File: config.mk
export PLATFORM = sky130hd
export DESIGN_NAME = escalonador_semaforo
export DESIGN_NICKNAME = d
export VERILOG_FILES = /design/src/rtl/escalonador_semaforo_pkg.sv /design/src/rtl/escalonador_semaforo_contador_fase.sv /design/src/rtl/escalonador_semaforo.sv
export SDC_FILE = /design/constraint.sdc
export NUM_CORES = 1
export LEC_CHECK = 0
export BUFFER_PORTS_ARGS = -buffer_cell sky130_fd_sc_hd__buf_2
export CAP_MARGIN = 20
export CORE_AREA = 2 2 97 99
export CTS_BUF_LIST = sky130_fd_sc_hd__clkbuf_4
export DETAILED_ROUTE_END_ITERATION = 16
export DIE_AREA = 0 0 99 101
export PLACE_DENSITY = 0.53
export SYNTH_ARGS = -nofsm -noshare
export SYNTH_HDL_FRONTEND = slang
export SYNTH_SLANG_ARGS = --single-unit
File: constraint.sdc
create_clock -name clk -period 3.2 [get_ports clk]
set_clock_uncertainty 0.2 [all_clocks]
set_input_delay 0.64 -clock clk [delete_from_list [all_inputs] [get_ports clk]]
set_output_delay 0.64 -clock clk [all_outputs]
set_load 0.005 [all_outputs]
File: src/rtl/escalonador_semaforo_pkg.sv
// Shared definitions for the intersection phase scheduler: phase codes, light
// encodings, configuration selectors and phase-to-duration mapping.
package escalonador_semaforo_pkg;

  typedef enum logic [2:0] {
    A_VERDE   = 3'd0,
    A_AMARELO = 3'd1,
    VERM_AB   = 3'd2,
    B_VERDE   = 3'd3,
    B_AMARELO = 3'd4,
    VERM_BA   = 3'd5,
    PEDESTRE  = 3'd6
  } fase_e;

  localparam logic [2:0] LUZ_VERDE    = 3'b001;
  localparam logic [2:0] LUZ_AMARELO  = 3'b010;
  localparam logic [2:0] LUZ_VERMELHO = 3'b100;

  localparam logic [1:0] SEL_VERDE    = 2'd0;
  localparam logic [1:0] SEL_AMARELO  = 2'd1;
  localparam logic [1:0] SEL_VERMELHO = 2'd2;
  localparam logic [1:0] SEL_PEDESTRE = 2'd3;

  // Both greens share one duration register, as do both yellows and both all-reds.
  function automatic logic [1:0] sel_de_fase(input fase_e f);
    logic [1:0] s;
    case (f)
      A_VERDE, B_VERDE:     s = SEL_VERDE;
      A_AMARELO, B_AMARELO: s = SEL_AMARELO;
      VERM_AB, VERM_BA:     s = SEL_VERMELHO;
      PEDESTRE:             s = SEL_PEDESTRE;
      default:              s = SEL_VERDE;
    endcase
    return s;
  endfunction

  function automatic logic [2:0] luz_a(input fase_e f);
    logic [2:0] l;
    case (f)
      A_VERDE:   l = LUZ_VERDE;
      A_AMARELO: l = LUZ_AMARELO;
      default:   l = LUZ_VERMELHO;
    endcase
    return l;
  endfunction

  function automatic logic [2:0] luz_b(input fase_e f);
    logic [2:0] l;
    case (f)
      B_VERDE:   l = LUZ_VERDE;
      B_AMARELO: l = LUZ_AMARELO;
      default:   l = LUZ_VERMELHO;
    endcase
    return l;
  endfunction

endpackage

File: src/rtl/escalonador_semaforo_contador_fase.sv
// Loadable down-counter timing the current phase; zero_o marks the last cycle.
module contador_fase #(
  parameter int            W       = 8,
  parameter logic [W-1:0]  RST_VAL = '0
) (
  input  logic         clk,
  input  logic         rst_n,
  input  logic         load_i,
  input  logic [W-1:0] load_val_i,
  output logic [W-1:0] cnt_o,
  output logic         zero_o
);

  localparam logic [W-1:0] UM = {{(W-1){1'b0}}, 1'b1};

  logic [W-1:0] cnt_q;

  always_ff @(posedge clk or negedge rst_n) begin
    if (!rst_n) begin
      cnt_q <= RST_VAL;
    end else if (load_i) begin
      cnt_q <= load_val_i;
    end else if (cnt_q != '0) begin
      cnt_q <= cnt_q - UM;
    end
  end

  assign cnt_o  = cnt_q;
  assign zero_o = (cnt_q == '0);

endmodule

File: src/rtl/escalonador_semaforo.sv
// Two-road intersection phase scheduler with latched pedestrian requests and
// run-time configurable phase durations.
module escalonador_semaforo
  import escalonador_semaforo_pkg::*;
#(
  parameter int           W          = 8,
  parameter logic [W-1:0] T_VERDE    = 3,
  parameter logic [W-1:0] T_AMARELO  = 1,
  parameter logic [W-1:0] T_VERMELHO = 2,
  parameter logic [W-1:0] T_PEDESTRE = 4
) (
  input  logic         clk,
  input  logic         rst,
  input  logic         bt,
  input  logic         cfg_we,
  input  logic [1:0]   cfg_sel,
  input  logic [W-1:0] cfg_data,
  output logic [2:0]   A,
  output logic [2:0]   B,
  output logic         P,
  output logic [2:0]   fase,
  output logic         pendente
);

  localparam logic [W-1:0] UM = {{(W-1){1'b0}}, 1'b1};

  fase_e        estado_q, estado_d;
  logic         pendente_q, prox_q;
  logic [2:0]   a_q, b_q;
  logic         p_q;
  logic [W-1:0] dur_q [4];
  logic [W-1:0] cnt;
  logic         fim_fase;
  logic [W-1:0] carga_d;

  contador_fase #(
    .W       (W),
    .RST_VAL (T_VERDE - UM)
  ) u_contador (
    .clk        (clk),
    .rst_n      (rst),
    .load_i     (fim_fase),
    .load_val_i (carga_d),
    .cnt_o      (cnt),
    .zero_o     (fim_fase)
  );

  // PEDESTRE is inserted only at the all-red boundaries; prox_q remembers
  // which road resumes afterwards.
  always_comb begin
    estado_d = estado_q;
    if (fim_fase) begin
      case (estado_q)
        A_VERDE:   estado_d = A_AMARELO;
        A_AMARELO: estado_d = VERM_AB;
        VERM_AB:   estado_d = pendente_q ? PEDESTRE : B_VERDE;
        B_VERDE:   estado_d = B_AMARELO;
        B_AMARELO: estado_d = VERM_BA;
        VERM_BA:   estado_d = pendente_q ? PEDESTRE : A_VERDE;
        PEDESTRE:  estado_d = prox_q ? B_VERDE : A_VERDE;
        default:   estado_d = A_VERDE;
      endcase
    end
  end

  assign carga_d = dur_q[sel_de_fase(estado_d)] - UM;

  always_ff @(posedge clk or negedge rst) begin
    if (!rst) begin
      estado_q   <= A_VERDE;
      pendente_q <= 1'b0;
      prox_q     <= 1'b0;
      a_q        <= LUZ_VERDE;
      b_q        <= LUZ_VERMELHO;
      p_q        <= 1'b0;
    end else begin
      estado_q <= estado_d;
      a_q      <= luz_a(estado_d);
      b_q      <= luz_b(estado_d);
      p_q      <= (estado_d == PEDESTRE);
      // Entering PEDESTRE serves the request and wins over a coincident press.
      if (fim_fase && estado_d == PEDESTRE) begin
        pendente_q <= 1'b0;
        prox_q     <= (estado_q == VERM_AB);
      end else if (bt && estado_q != PEDESTRE) begin
        pendente_q <= 1'b1;
      end
    end
  end

  // Written values take effect only at the next load, never mid-countdown.
  always_ff @(posedge clk or negedge rst) begin
    if (!rst) begin
      dur_q[SEL_VERDE]    <= T_VERDE;
      dur_q[SEL_AMARELO]  <= T_AMARELO;
      dur_q[SEL_VERMELHO] <= T_VERMELHO;
      dur_q[SEL_PEDESTRE] <= T_PEDESTRE;
    end else if (cfg_we) begin
      dur_q[cfg_sel] <= (cfg_data == '0) ? UM : cfg_data;
    end
  end

  assign A        = a_q;
  assign B        = b_q;
  assign P        = p_q;
  assign fase     = estado_q;
  assign pendente = pendente_q;

endmodule

* Yosys cells after proc, flatten, opt, wreduce, memory -nomap -nowiden
Cells that the tools add are included.
** Operators by class
- Add/sub/neg operators :: 2
- Magnitude comparators :: 3
- Equal/unequal tests :: 13
- Muxes and demuxes :: 19
- Bitwise operators :: 2
- Reduce and logical (&&, ||, !) cells :: 12
** Operator list (count)
- $mux 8 :: 6
- $bwmux 32 :: 1
- $pmux 3 s7 :: 1
- $eq 3x3->1 const B :: 6
- $bmux 8 s2 :: 1
- $demux 8 s2 :: 1
- $logic_not 8->1 :: 2
- $sub 8x1->8 const B :: 2
- $eq 3x2->1 const B :: 4
- $pmux 3 s2 :: 2
- $mux 3 :: 3
- $reduce_bool 8->1 :: 1
- $eq 3x1->1 const B :: 2
- $ge 3x3->1 const B :: 2
- $logic_not 3->1 :: 2
- $not 2->3 :: 2
- $pmux 2 s3 :: 1
- $reduce_bool 2->1 :: 2
- $reduce_or 2->1 :: 2
- $logic_and 1x1->1 :: 3
- $lt 3x1->1 const B :: 1
- $ne 3x3->1 const B :: 1
- $mux 1 :: 2
- $mux 2 :: 1
** Storage, ports and cells
- Flip-flop bits (word level) :: 52
- Input bits :: 14
- Output and inout port bits :: 11
- Word-level logic and storage cells :: 62

* Longest topological paths before layout
Gate-level depths: netlist of run 1.
- Depth in word-level cells :: 12
- Depth in mapped cells :: 12
- Gate-level depth less buffers :: 10

* By module
Synthesis of run 1 repeated with hierarchy kept, for this count alone.
** Second synthesis, totals
- Cells, all modules :: 263
- Area, all modules :: 2813.9 sq um
** By module, submodules not included
- escalonador_semaforo :: times used 1, cells each 209, area each 2336.0 sq um, sequential area each 1109.8 sq um
- contador_fase :: times used 1, cells each 54, area each 478.0 sq um, sequential area each 201.4 sq um

* Least setup slack after synthesis of run 1
Ideal clock, no wire load.
- Path type :: reg2reg
- From :: register u_contador.cnt_q[5] (netlist: u_contador.cnt_o[5])
- To :: register u_contador.cnt_q[6] (netlist: u_contador.cnt_o[6])
- Library setup time :: 130 ps
- Arrival time :: 2539 ps
- Data required time :: 2870 ps
- Setup slack :: 331 ps
- Cell stages (with the launch flop) :: 11
- Buffers on the path :: 1
- Period minus slack after synthesis :: 2869 ps
- Path through :: dfrtp_1 -> or4_4 -> nor3_4 -> buf_2 -> o21ai_0 -> a211oi_1 -> nor2_1 -> ha_1 -> nor3b_2 -> nand4bb_1 -> xnor2_1
** On the way
- Longest elaborated chain between the ends :: 11
- Elaborated cells between the ends (all ways) :: 20
- Classes of those cells :: add/sub: 2; eq/ne: 5; mux: 7; bitwise: 1; reduce/logical: 5
** Ends and longest elaborated chain
- start: declaration :: line escalonador_semaforo_contador_fase.sv:16 : logic [W-1:0] cnt_q;
- start signal: assignment :: line escalonador_semaforo_contador_fase.sv:22 : cnt_q <= load_val_i;
- start signal: assignment :: line escalonador_semaforo_contador_fase.sv:24 : cnt_q <= cnt_q - UM;
- $logic_not 8->1 :: line escalonador_semaforo_contador_fase.sv:29 : assign zero_o = (cnt_q == '0);
- $mux 3 :: line escalonador_semaforo.sv:52 : if (fim_fase) begin
- $eq 3x2->1 (tied with other cells) :: line escalonador_semaforo_pkg.sv:27 : case (f)
- $reduce_or 2->1 :: line escalonador_semaforo_pkg.sv:27
- $pmux 2 s3 :: line escalonador_semaforo_pkg.sv:27
- $not 2->3 (implied by the code) :: line escalonador_semaforo.sv:66 : assign carga_d = dur_q[sel_de_fase(estado_d)] - UM;
- $bmux 8 s2 :: line escalonador_semaforo.sv:66
- $mux 8 (implied by the code) (2 in series) :: line escalonador_semaforo.sv:66
- $sub 8x1->8 :: line escalonador_semaforo.sv:66
- $mux 8 :: line escalonador_semaforo_contador_fase.sv:21 : end else if (load_i) begin
Several ways; a longest one is shown, not always the timed one. The select of a mux whose other input is x is not followed.
A chain may end at the register's enable or synchronous reset.

* Final worst setup path of run 1
- From :: register u_contador.cnt_q[4] (netlist: u_contador.cnt_o[4])
- To :: register u_contador.cnt_q[6] (netlist: u_contador.cnt_o[6])
The elaborated chain is that of the path after synthesis.

==> results of run 1 <==
-- registers in the layout, summed over array words and instances, names as in the netlist --
signal	cells
P	1
dur_q	32
A	3
fase	3
B	3
u_contador.cnt_o	8
prox_q	1
pendente	1
-- area by class of cell --
type,instances,area share (%)
clock inverter,2,0.499
multi-input combinational,184,43.4
timing repair buffer,46,9.13
tap,111,4.26
inverter,10,1.15
clock buffer,6,1.38
sequential,52,40.2
-- cell families after synthesis --
kind of cell / share of synthesized area, %
and+or+nand+nor: 17.8
xor gates and xnor gates: 2.50
adders and majority gates: 0.446
AOI/OAI and AO/OA: 14.7
buffers and inverters: 2.85
muxes: 15.0
DFF: 46.7
-- synth_stat cells (all sizes together), types with 2 or more instances --
library cell / count / area share, %
and2: 2 / 0.45
dfstp: 8 / 7.5
a211oi: 3 / 1.2
a31oi: 6 / 1.3
buf: 6 / 0.98
xnor2: 5 / 1.6
nor2: 15 / 2.0
dfrtp: 44 / 39
clkbuf: 4 / 0.54
a22oi: 3 / 0.98
nor2b: 2 / 0.45
xor2: 3 / 0.94
nand4b: 2 / 0.62
inv: 10 / 1.3
o31ai: 4 / 1.1
and4: 2 / 0.62
and3: 2 / 0.62
nand2b: 4 / 0.89
a21oi: 15 / 2.8
nand3: 5 / 0.89
nor3b: 3 / 0.98
nand2: 22 / 3.0
nor4: 6 / 3.2
nand3b: 3 / 0.80
or2: 3 / 0.67
o221a: 2 / 0.80
o21ai: 13 / 2.3
mux2i: 6 / 2.1
nor3: 5 / 1.3
mux2: 30 / 12
-- final timing paths --
path | depth (start not counted) | startpoint | endpoint
hold / removal | 2 | rst | dur_q[7]
setup reg to reg | 10 | u_contador.cnt_o[4] | u_contador.cnt_o[6]
max in group asynchronous | 2 | rst | B[0]
min in group clk | 3 | bt | pendente
setup / recovery | 10 | u_contador.cnt_o[4] | u_contador.cnt_o[6]
hold reg to reg | 2 | dur_q[16] | dur_q[16]
-- routing by layer --
layer / vias up / part of all wire [%]
met1: 1057 / 47
met4: 0 / 2.0
met3: 13 / 4.9
met5: - / 0
li1: 1023 / -
met2: 55 / 46
-- critical path, cell delays in order (launching register included) --
cell and delay (ps):
dfrtp_1 470, or4_4 580, nor3_4 310, a31oi_1 150, nor3_1 200, nor4_2 110, nor2_1 130, ha_1 210
nor3b_2 220, nand4bb_1 140, xnor2_1 140
-- where the power goes --
group | leakage, nW | internal [mW] | switching, mW | total (mW)
Combinational | 0.747 | 0.279 | 0.302 | 0.582
Clock | 0.0319 | 0.0966 | 0.227 | 0.323
Sequential | 0.603 | 0.814 | 0.134 | 0.948
==> results.sh, run 1 <==
export IMPL_status="complete, no violations"
export IMPL_met1_usage_pct=19.1
export IMPL_final_area_um2=3260
export IMPL_fill_cells=905
export IMPL_seqCellArea_um2=1310
export IMPL_dr_pass1_iters=4
export IMPL_yosysSeqAreaShare_pct=46.7
export IMPL_cts_buffers=5
export IMPL_maxCapViolCount=0
export IMPL_async_reset_ff_share_pct=100
export IMPL_met3_usage_pct=3.26
export IMPL_antennaDiodeCount=0
export IMPL_worst_pin_slew_ps=650
export IMPL_arrival_ps=3050
export IMPL_finalSetupViolations=0
export IMPL_num_rows=35
export IMPL_crit_required_ps=3270
export IMPL_drt_iter0_drc=140
export IMPL_start_kind="flop"
export IMPL_synth_edf_count=0
export IMPL_ant_nets=0
export IMPL_grt_start_max_net_pins=53
export IMPL_final_cell_mix="44 x dfrtp_1, 28 x mux2_2, 24 x buf_2, 21 x nand2_1, 21 x buf_4"
export IMPL_avgViaCountPerCell=5.23
export IMPL_clk_pin_slew_ps=160
export IMPL_final_common_cell="dfrtp_1"
export IMPL_worstSetupPathType="reg -> reg"
export IMPL_place_inst=400
export IMPL_syn_area_um2=2810
export IMPL_pin_count=25
export IMPL_period_share_pct=93.2
export IMPL_setup_ws_ps=217
export IMPL_die_w_um=99
export IMPL_core_area_um2=8980
export IMPL_period_minus_slack_ps=2980
export IMPL_port_buffers=24
export IMPL_peakVddDrop_mv=0.242
export IMPL_clkSinkCount=52
export IMPL_nets=314
export IMPL_fmax_mhz=335
export IMPL_holdWs_ps=142
export IMPL_synth_warnings=0
export IMPL_synth_cell_types=63
export IMPL_total_power_mw=1.85
export IMPL_antenna_found_initial=0
export IMPL_htreeDepth=2
export IMPL_postCtsSetupRepairBufs=0
export IMPL_syn_area_per_cell_um2=11.0
export IMPL_finalHoldViolCount=0
export IMPL_hold_path_class="in -> async"
export IMPL_p_per_area_nw_per_um2=568
export IMPL_rsz0062_at_grt="false"
export IMPL_postPlaceCellArea_um2=3180
export IMPL_drt_wl_total_um=6750
export IMPL_final_util_pct=36.3
export IMPL_fin_cells=411
export IMPL_hpwl_um=5020
export IMPL_cts_resized=0
export IMPL_grt_busiest_layer="met2"
export IMPL_holdBufCountCts=0
export IMPL_route_detailed_drc=0
export IMPL_post_place_ws_ps=158
export IMPL_grt_use_met2_pct=23.5
export IMPL_multi_input_comb_area_um2=1410
export IMPL_cts_tree="yes"
export IMPL_syn2layout_area_growth_pct=16.2
export IMPL_synth_seq_cells=52
export IMPL_setup_tns_ps=0
export IMPL_clk_latency_ps=380
export IMPL_rrSetupSlack_ps=220
export IMPL_grt_pass1_vias=2218
export IMPL_gp_congestion=0.810
export IMPL_die_h_um=101
export IMPL_leakagePower_nw=1.38
export IMPL_wl_per_cell_um=16.4
export IMPL_crit_path_end_kind="flop"
export IMPL_maxSlewViolCount=0
export IMPL_drive_gt1_share_pct=36.3
export IMPL_crit_fanout=7
export IMPL_cts_buffer_depth=2
export IMPL_grt_pass1_wl_um=11400
export IMPL_grt_usage_pct=14.4
export IMPL_root_buffer="clkbuf_4"
export IMPL_overflow=0
export IMPL_die_area_um2=10000
export IMPL_slew_limit_headroom_pct=56.6
export IMPL_vias=2148
export IMPL_synth_main_ff_cell="dfrtp_1"
export IMPL_syn_inst=256
export IMPL_start_util_pct=31.2
export IMPL_syn_nets=271
No activity file was read; power rests on OpenSTA's default activity.
==> run 2: changes to the inputs <==
- clock period: 3.2 -> 2.8 ns (I/O delays scaled with it)
==> run 2 against run 1 <==
Effect of this change:
- the run now ends with negative setup slack left
- fmax up 1.4%
- die area stayed put
- critical path type unchanged
- count of clock-buffer cells in the layout did not move
- routed wire length up 5.8%
- final cell count increased by 6.1%
- global-route usage grew 0.39 points
- largest cell class unchanged
- cell area is 9.4% higher
- largest power group unchanged
- first-iteration DRC count down 15%
- via count up 3.4%
- clock power grew 9.6%
- sequential cell count unchanged
==> results.sh, run 2 (synthesis gave the netlist of run 1 again) <==
export IMPL_multi_input_comb_area_um2=1520
export IMPL_peakVddDrop_mv=0.266
export IMPL_antenna_found_initial=0
export IMPL_grt_use_met2_pct=24.1
export IMPL_hpwl_um=5400
export IMPL_htreeDepth=2
export IMPL_met1_usage_pct=20.6
export IMPL_arrival_ps=3050
export IMPL_maxCapViolCount=0
export IMPL_nets=339
export IMPL_worstReg2RegStart="u_contador.cnt_o[4]"
export IMPL_worstSetupPathType="reg -> reg"
export IMPL_slew_limit_headroom_pct=56.9
export IMPL_ant_nets=0
export IMPL_maxSlewViolCount=0
export IMPL_seqCellArea_um2=1310
export IMPL_finalSetupViolations=6
export IMPL_r2r_end="u_contador.cnt_o[3]"
export IMPL_hold_path_class="in -> reg"
export IMPL_final_util_pct=39.7
export IMPL_place_inst=420
export IMPL_p_per_area_nw_per_um2=628
export IMPL_period_share_pct=105
export IMPL_dr_pass1_iters=4
export IMPL_largest_reg_flops=32
export IMPL_die_area_um2=10000
export IMPL_wl_per_cell_um=16.4
export IMPL_grt_busiest_layer="met2"
export IMPL_met3_usage_pct=2.77
export IMPL_failed_checks="negative setup slack"
export IMPL_vias=2221
export IMPL_crit_fanout=8
export IMPL_overflow=0
export IMPL_fmax_mhz=340
export IMPL_avgViaCountPerCell=5.09
export IMPL_reg2reg_depth=10
export IMPL_fill_cells=885
export IMPL_cts_buffer_depth=2
export IMPL_worstHoldStart="bt"
export IMPL_clkSinkCount=52
export IMPL_final_cell_mix="43 x dfrtp_1, 43 x buf_4, 28 x mux2_2, 24 x buf_2, 21 x nand2_1"
export IMPL_hold_end="pendente"
export IMPL_root_buffer="clkbuf_4"
export IMPL_drt_wl_total_um=7140
export IMPL_leakagePower_nw=1.53
export IMPL_total_power_mw=2.24
export IMPL_fin_cells=436
export IMPL_grt_start_max_net_pins=28
export IMPL_largest_register="dur_q"
export IMPL_num_rows=35
export IMPL_worst_pin_slew_ps=647
export IMPL_period_minus_slack_ps=2940
export IMPL_clk_latency_ps=370
export IMPL_grt_pass1_vias=2227
export IMPL_setup_ws_ps=-141
export IMPL_gp_congestion=0.868
export IMPL_route_detailed_drc=0
export IMPL_die_w_um=99
export IMPL_holdPathStages=3
export IMPL_status="complete, but fails checks"
export IMPL_cts_tree="yes"
export IMPL_core_area_um2=8980
export IMPL_crit_path_end_kind="flop"
export IMPL_cts_buffers=5
export IMPL_rsz0062_at_grt="true"
export IMPL_crit_required_ps=2910
export IMPL_grt_pass1_wl_um=11700
export IMPL_grt_usage_pct=14.8
export IMPL_antennaDiodeCount=0
export IMPL_die_h_um=101
export IMPL_finalHoldViolCount=0
export IMPL_drive_gt1_share_pct=44.3
export IMPL_start_util_pct=31.2
export IMPL_port_buffers=24
export IMPL_drt_iter0_drc=119
export IMPL_clk_pin_slew_ps=150
export IMPL_syn2layout_area_growth_pct=27.2
export IMPL_start_kind="flop"
export IMPL_rrSetupSlack_ps=-140
export IMPL_pin_count=25
run 2: through the flow:
step           hold slack [ps]  setup slack, ps  area, µm²  setup TNS [ps]
2_1_floorplan             64.4             27.2       2840               0
3_3_place_gp               270            -28.9       3350           -32.3
3_5_place_dp               275            -39.3       3350           -97.8
4_1_cts                    207            -65.0       3440            -127
5_1_grt                    218             -263       3570           -1340
6_report                   221             -141       3570            -610
run 2: layer usage:
metal	wire [µm]	up-vias
li1	-	1080
met5	0	-
met4	112	0
met2	3350	39
met1	3470	1092
met3	212	10
run 2: power breakdown:
part           leakage (nW)  switching [mW]  internal, mW
sequential            0.603           0.144         0.931
combinational         0.897           0.397         0.415
clock                0.0319           0.243         0.110
run 2: cell type report:
type | instances | area share, %
multi-input combinational | 184 | 42.7
sequential | 52 | 36.8
timing repair buffer | 71 | 13.9
tap | 111 | 3.89
clock buffer | 6 | 1.26
inverter | 10 | 1.05
clock inverter | 2 | 0.456
run 2: what timing repair did:
action	4_1_cts	5_1_grt
gates resized for setup	2	14
buffers inserted	1	7
setup endpoints to repair	4	6
cloned	0	0
hold buffers	1	0
pin swaps	0	13
endpoints found under the hold margin	15	0
run 2: critical path: stages, from the launching register on:
cell and delay (ps):
dfrtp_1 460, or4_4 600, nor3_4 250, buf_6 160, and3_4 190, o31ai_4 70, o221a_4 330, nor4_4 270
buf_4 160, buf_4 90, xnor2_1 100
run 2: how the worst max path moves through the flow:
stage / from / end / depth (start not counted)
2_1_floorplan: u_contador.cnt_o[6] / u_contador.cnt_o[6] / 10
3_3_place_gp: fase[0] / u_contador.cnt_o[7] / 8
3_5_place_dp: u_contador.cnt_o[4] / u_contador.cnt_o[6] / 10
4_1_cts: u_contador.cnt_o[4] / u_contador.cnt_o[6] / 10
5_1_grt: pendente / u_contador.cnt_o[5] / 8
6_report: u_contador.cnt_o[4] / u_contador.cnt_o[3] / 10
==> run 3: changes to the inputs <==
- CELL_PAD_IN_SITES_DETAIL_PLACEMENT: unset -> 1
- CELL_PAD_IN_SITES_GLOBAL_PLACEMENT: unset -> 1
- PLACE_DENSITY: 0.53 -> 0.62
==> run 3 against run 2 <==
Effect of this change:
- cell area is 0.56% higher
- utilization is 0.22 points higher
- critical endpoint is now u_contador.cnt_o[6]
- via count is 3.8% higher
- the run still ends with negative setup slack left
- worst hold slack worse by 37 ps
- first-iteration DRC count is 34% lower
- sequential power hardly changed
- register-to-register slack better by 40 ps
- total power is 3.4% higher
- clock power is 8.2% higher
- fmax is 1.4% higher
- largest cell class unchanged
- count of clock-buffer cells in the layout is 1 lower
- global-route usage is 1.6 points higher
==> results.sh, run 3 (synthesis gave the netlist of run 1 again) <==
export IMPL_drt_iter0_drc=79
export IMPL_post_place_ws_ps=-139
export IMPL_slew_limit_headroom_pct=59.2
export IMPL_clockPowerShare_pct=16.5
export IMPL_syn2layout_area_growth_pct=27.9
export IMPL_crit_chain="or4_4 -> nor3_4 -> buf_6 -> a31oi_4 -> nor3_2 -> nor4_4 -> nor2_2 -> ha_2 -> nor3b_4 -> nand4bb_1 -> xnor2_1"
export IMPL_cts_buffers=5
export IMPL_overflow=0
export IMPL_die_area_um2=10000
export IMPL_crit_path_end_kind="flop"
export IMPL_largest_register="dur_q"
export IMPL_core_area_um2=8980
export IMPL_p_seq_share_pct=46.3
export IMPL_maxSlewViolCount=0
export IMPL_final_common_cell="buf_4"
export IMPL_final_cell_mix="45 x buf_4, 43 x dfrtp_1, 28 x mux2_2, 24 x buf_2, 21 x nand2_1"
export IMPL_slowest_stage="or4_4"
export IMPL_peakVddDrop_mv=0.312
export IMPL_worstSetupPathType="reg -> reg"
export IMPL_clkSinkCount=52
export IMPL_finalSetupViolations=5
export IMPL_grt_pass1_wl_um=12900
export IMPL_setup_ws_ps=-100
export IMPL_crit_fanout=4
export IMPL_grt_pass1_vias=2411
export IMPL_drt_wl_total_um=7970
export IMPL_failed_checks="negative setup slack"
export IMPL_crit_required_ps=2870
export IMPL_status="complete, but fails checks"
export IMPL_antennaDiodeCount=0
export IMPL_fin_cells=440
export IMPL_multi_input_comb_area_um2=1500
export IMPL_clk_latency_ps=400
export IMPL_dr_pass1_iters=4
export IMPL_fill_cells=1003
export IMPL_start_kind="flop"
export IMPL_hpwl_um=5930
export IMPL_maxCapViolCount=0
export IMPL_setup_tns_ps=-312
export IMPL_rsz0062_at_grt="true"
export IMPL_total_power_mw=2.32
export IMPL_num_rows=35
export IMPL_place_inst=417
export IMPL_cts_buffer_depth=2
export IMPL_hold_path_class="in -> reg"
export IMPL_start_util_pct=31.2
export IMPL_gp_congestion=0.844
export IMPL_pin_count=25
export IMPL_wl_per_cell_um=18.1
export IMPL_slowest_delay_ps=570
export IMPL_route_detailed_drc=0
export IMPL_grt_usage_pct=16.4
export IMPL_period_minus_slack_ps=2900
export IMPL_die_w_um=99
export IMPL_leakagePower_nw=1.52
export IMPL_p_int_mw=1.47
export IMPL_power_switching_uw=850
export IMPL_seqCellArea_um2=1310
export IMPL_grt_start_max_net_pins=23
export IMPL_root_buffer="clkbuf_4"
export IMPL_drive_gt1_share_pct=45.9
export IMPL_path_delay_family="simple AND/OR/NAND/NOR gates"
export IMPL_p_per_area_nw_per_um2=646
export IMPL_die_h_um=101
export IMPL_fmax_mhz=345
export IMPL_arrival_ps=2970
export IMPL_port_buffers=24
export IMPL_cts_tree="yes"
export IMPL_largest_reg_flops=32
export IMPL_p_comb_share_pct=37.2
export IMPL_ant_nets=0
export IMPL_nets=343
export IMPL_path_buf_inv=1
export IMPL_htreeDepth=2
export IMPL_avgViaCountPerCell=5.24
export IMPL_switching_share_pct=36.7
export IMPL_finalHoldViolCount=0
export IMPL_antenna_found_initial=0
export IMPL_period_share_pct=104
export IMPL_vias=2305
export IMPL_worst_pin_slew_ps=610
export IMPL_clk_pin_slew_ps=180
==> run 3: cell types whose count changed in the layout (fill, tap and decap cells not counted), sizes merged <==
cell / previous run / this run
buf: 70 / 74
inv: 10 / 12
clkbuf: 6 / 5
clkinv: 1 / 0
==> run 3: area by class of cell <==
cell class / count / share of cell area (%)
inverters: 10 / 1.05
repair buffers: 75 / 14.9
clock buffers: 5 / 1.05
well taps: 111 / 3.87
multi-input cells: 184 / 41.9
flip-flops and latches: 52 / 36.6
clock inverters: 3 / 0.698
==> run 3: power by group through the flow <==
stage | registers, mW | logic [mW] | clock network [mW]
4_1_cts | 1.07 | 0.835 | 0.389
3_3_place_gp | 1.07 | 0.779 | 0
3_5_place_dp | 1.08 | 0.792 | 0
6_report | 1.07 | 0.861 | 0.383
2_1_floorplan | 1.06 | 0.456 | 0
5_1_grt | 1.10 | 0.938 | 0.421
==> run 3: tightest hold or removal path, stage by stage <==
cell and delay (ps):
buf_2 80, a21oi_1 50, nor2_1 70
==> run 3: timing repair <==
action / CTS / global route
cloned: 0 / 0
hold buffers: 1 / 0
setup endpoints to repair: 6 / 6
hold endpoints to repair: 15 / 0
pin swaps: 8 / 16
setup buffers: 7 / 9
gates resized for setup: 10 / 8
==> run 3: metal layers <==
layer	vias up	track usage, %	wire (µm)
met1	1156	22.0	3670
met5	-	0	0
li1	1089	-	-
met3	11	3.05	329
met2	49	27.6	3850
met4	0	4.11	123
==> run 3: path summary, 6_finish.rpt <==
kind	startpoint	endpoint	slack, ps	cells after the start
worst max-delay path	u_contador.cnt_o[4]	u_contador.cnt_o[6]	-100	11
worst min-delay path	bt	pendente	180	3
worst max register to register	u_contador.cnt_o[4]	u_contador.cnt_o[6]	-100	11
worst min register to register	dur_q[16]	dur_q[16]	310	2
max in group asynchronous	rst	u_contador.cnt_o[1]	1220	3
min in group asynchronous	rst	fase[0]	430	2
==> run 3: stage by stage <==
stage / util, % / hold slack, ps / cell area, µm²
2_1_floorplan: - / 64.4 / 2840
3_3_place_gp: 37.3 / 278 / 3340
3_5_place_dp: 37.3 / 286 / 3340
4_1_cts: 39.1 / 189 / 3510
5_1_grt: 40.0 / 184 / 3590
6_report: 40.0 / 185 / 3590
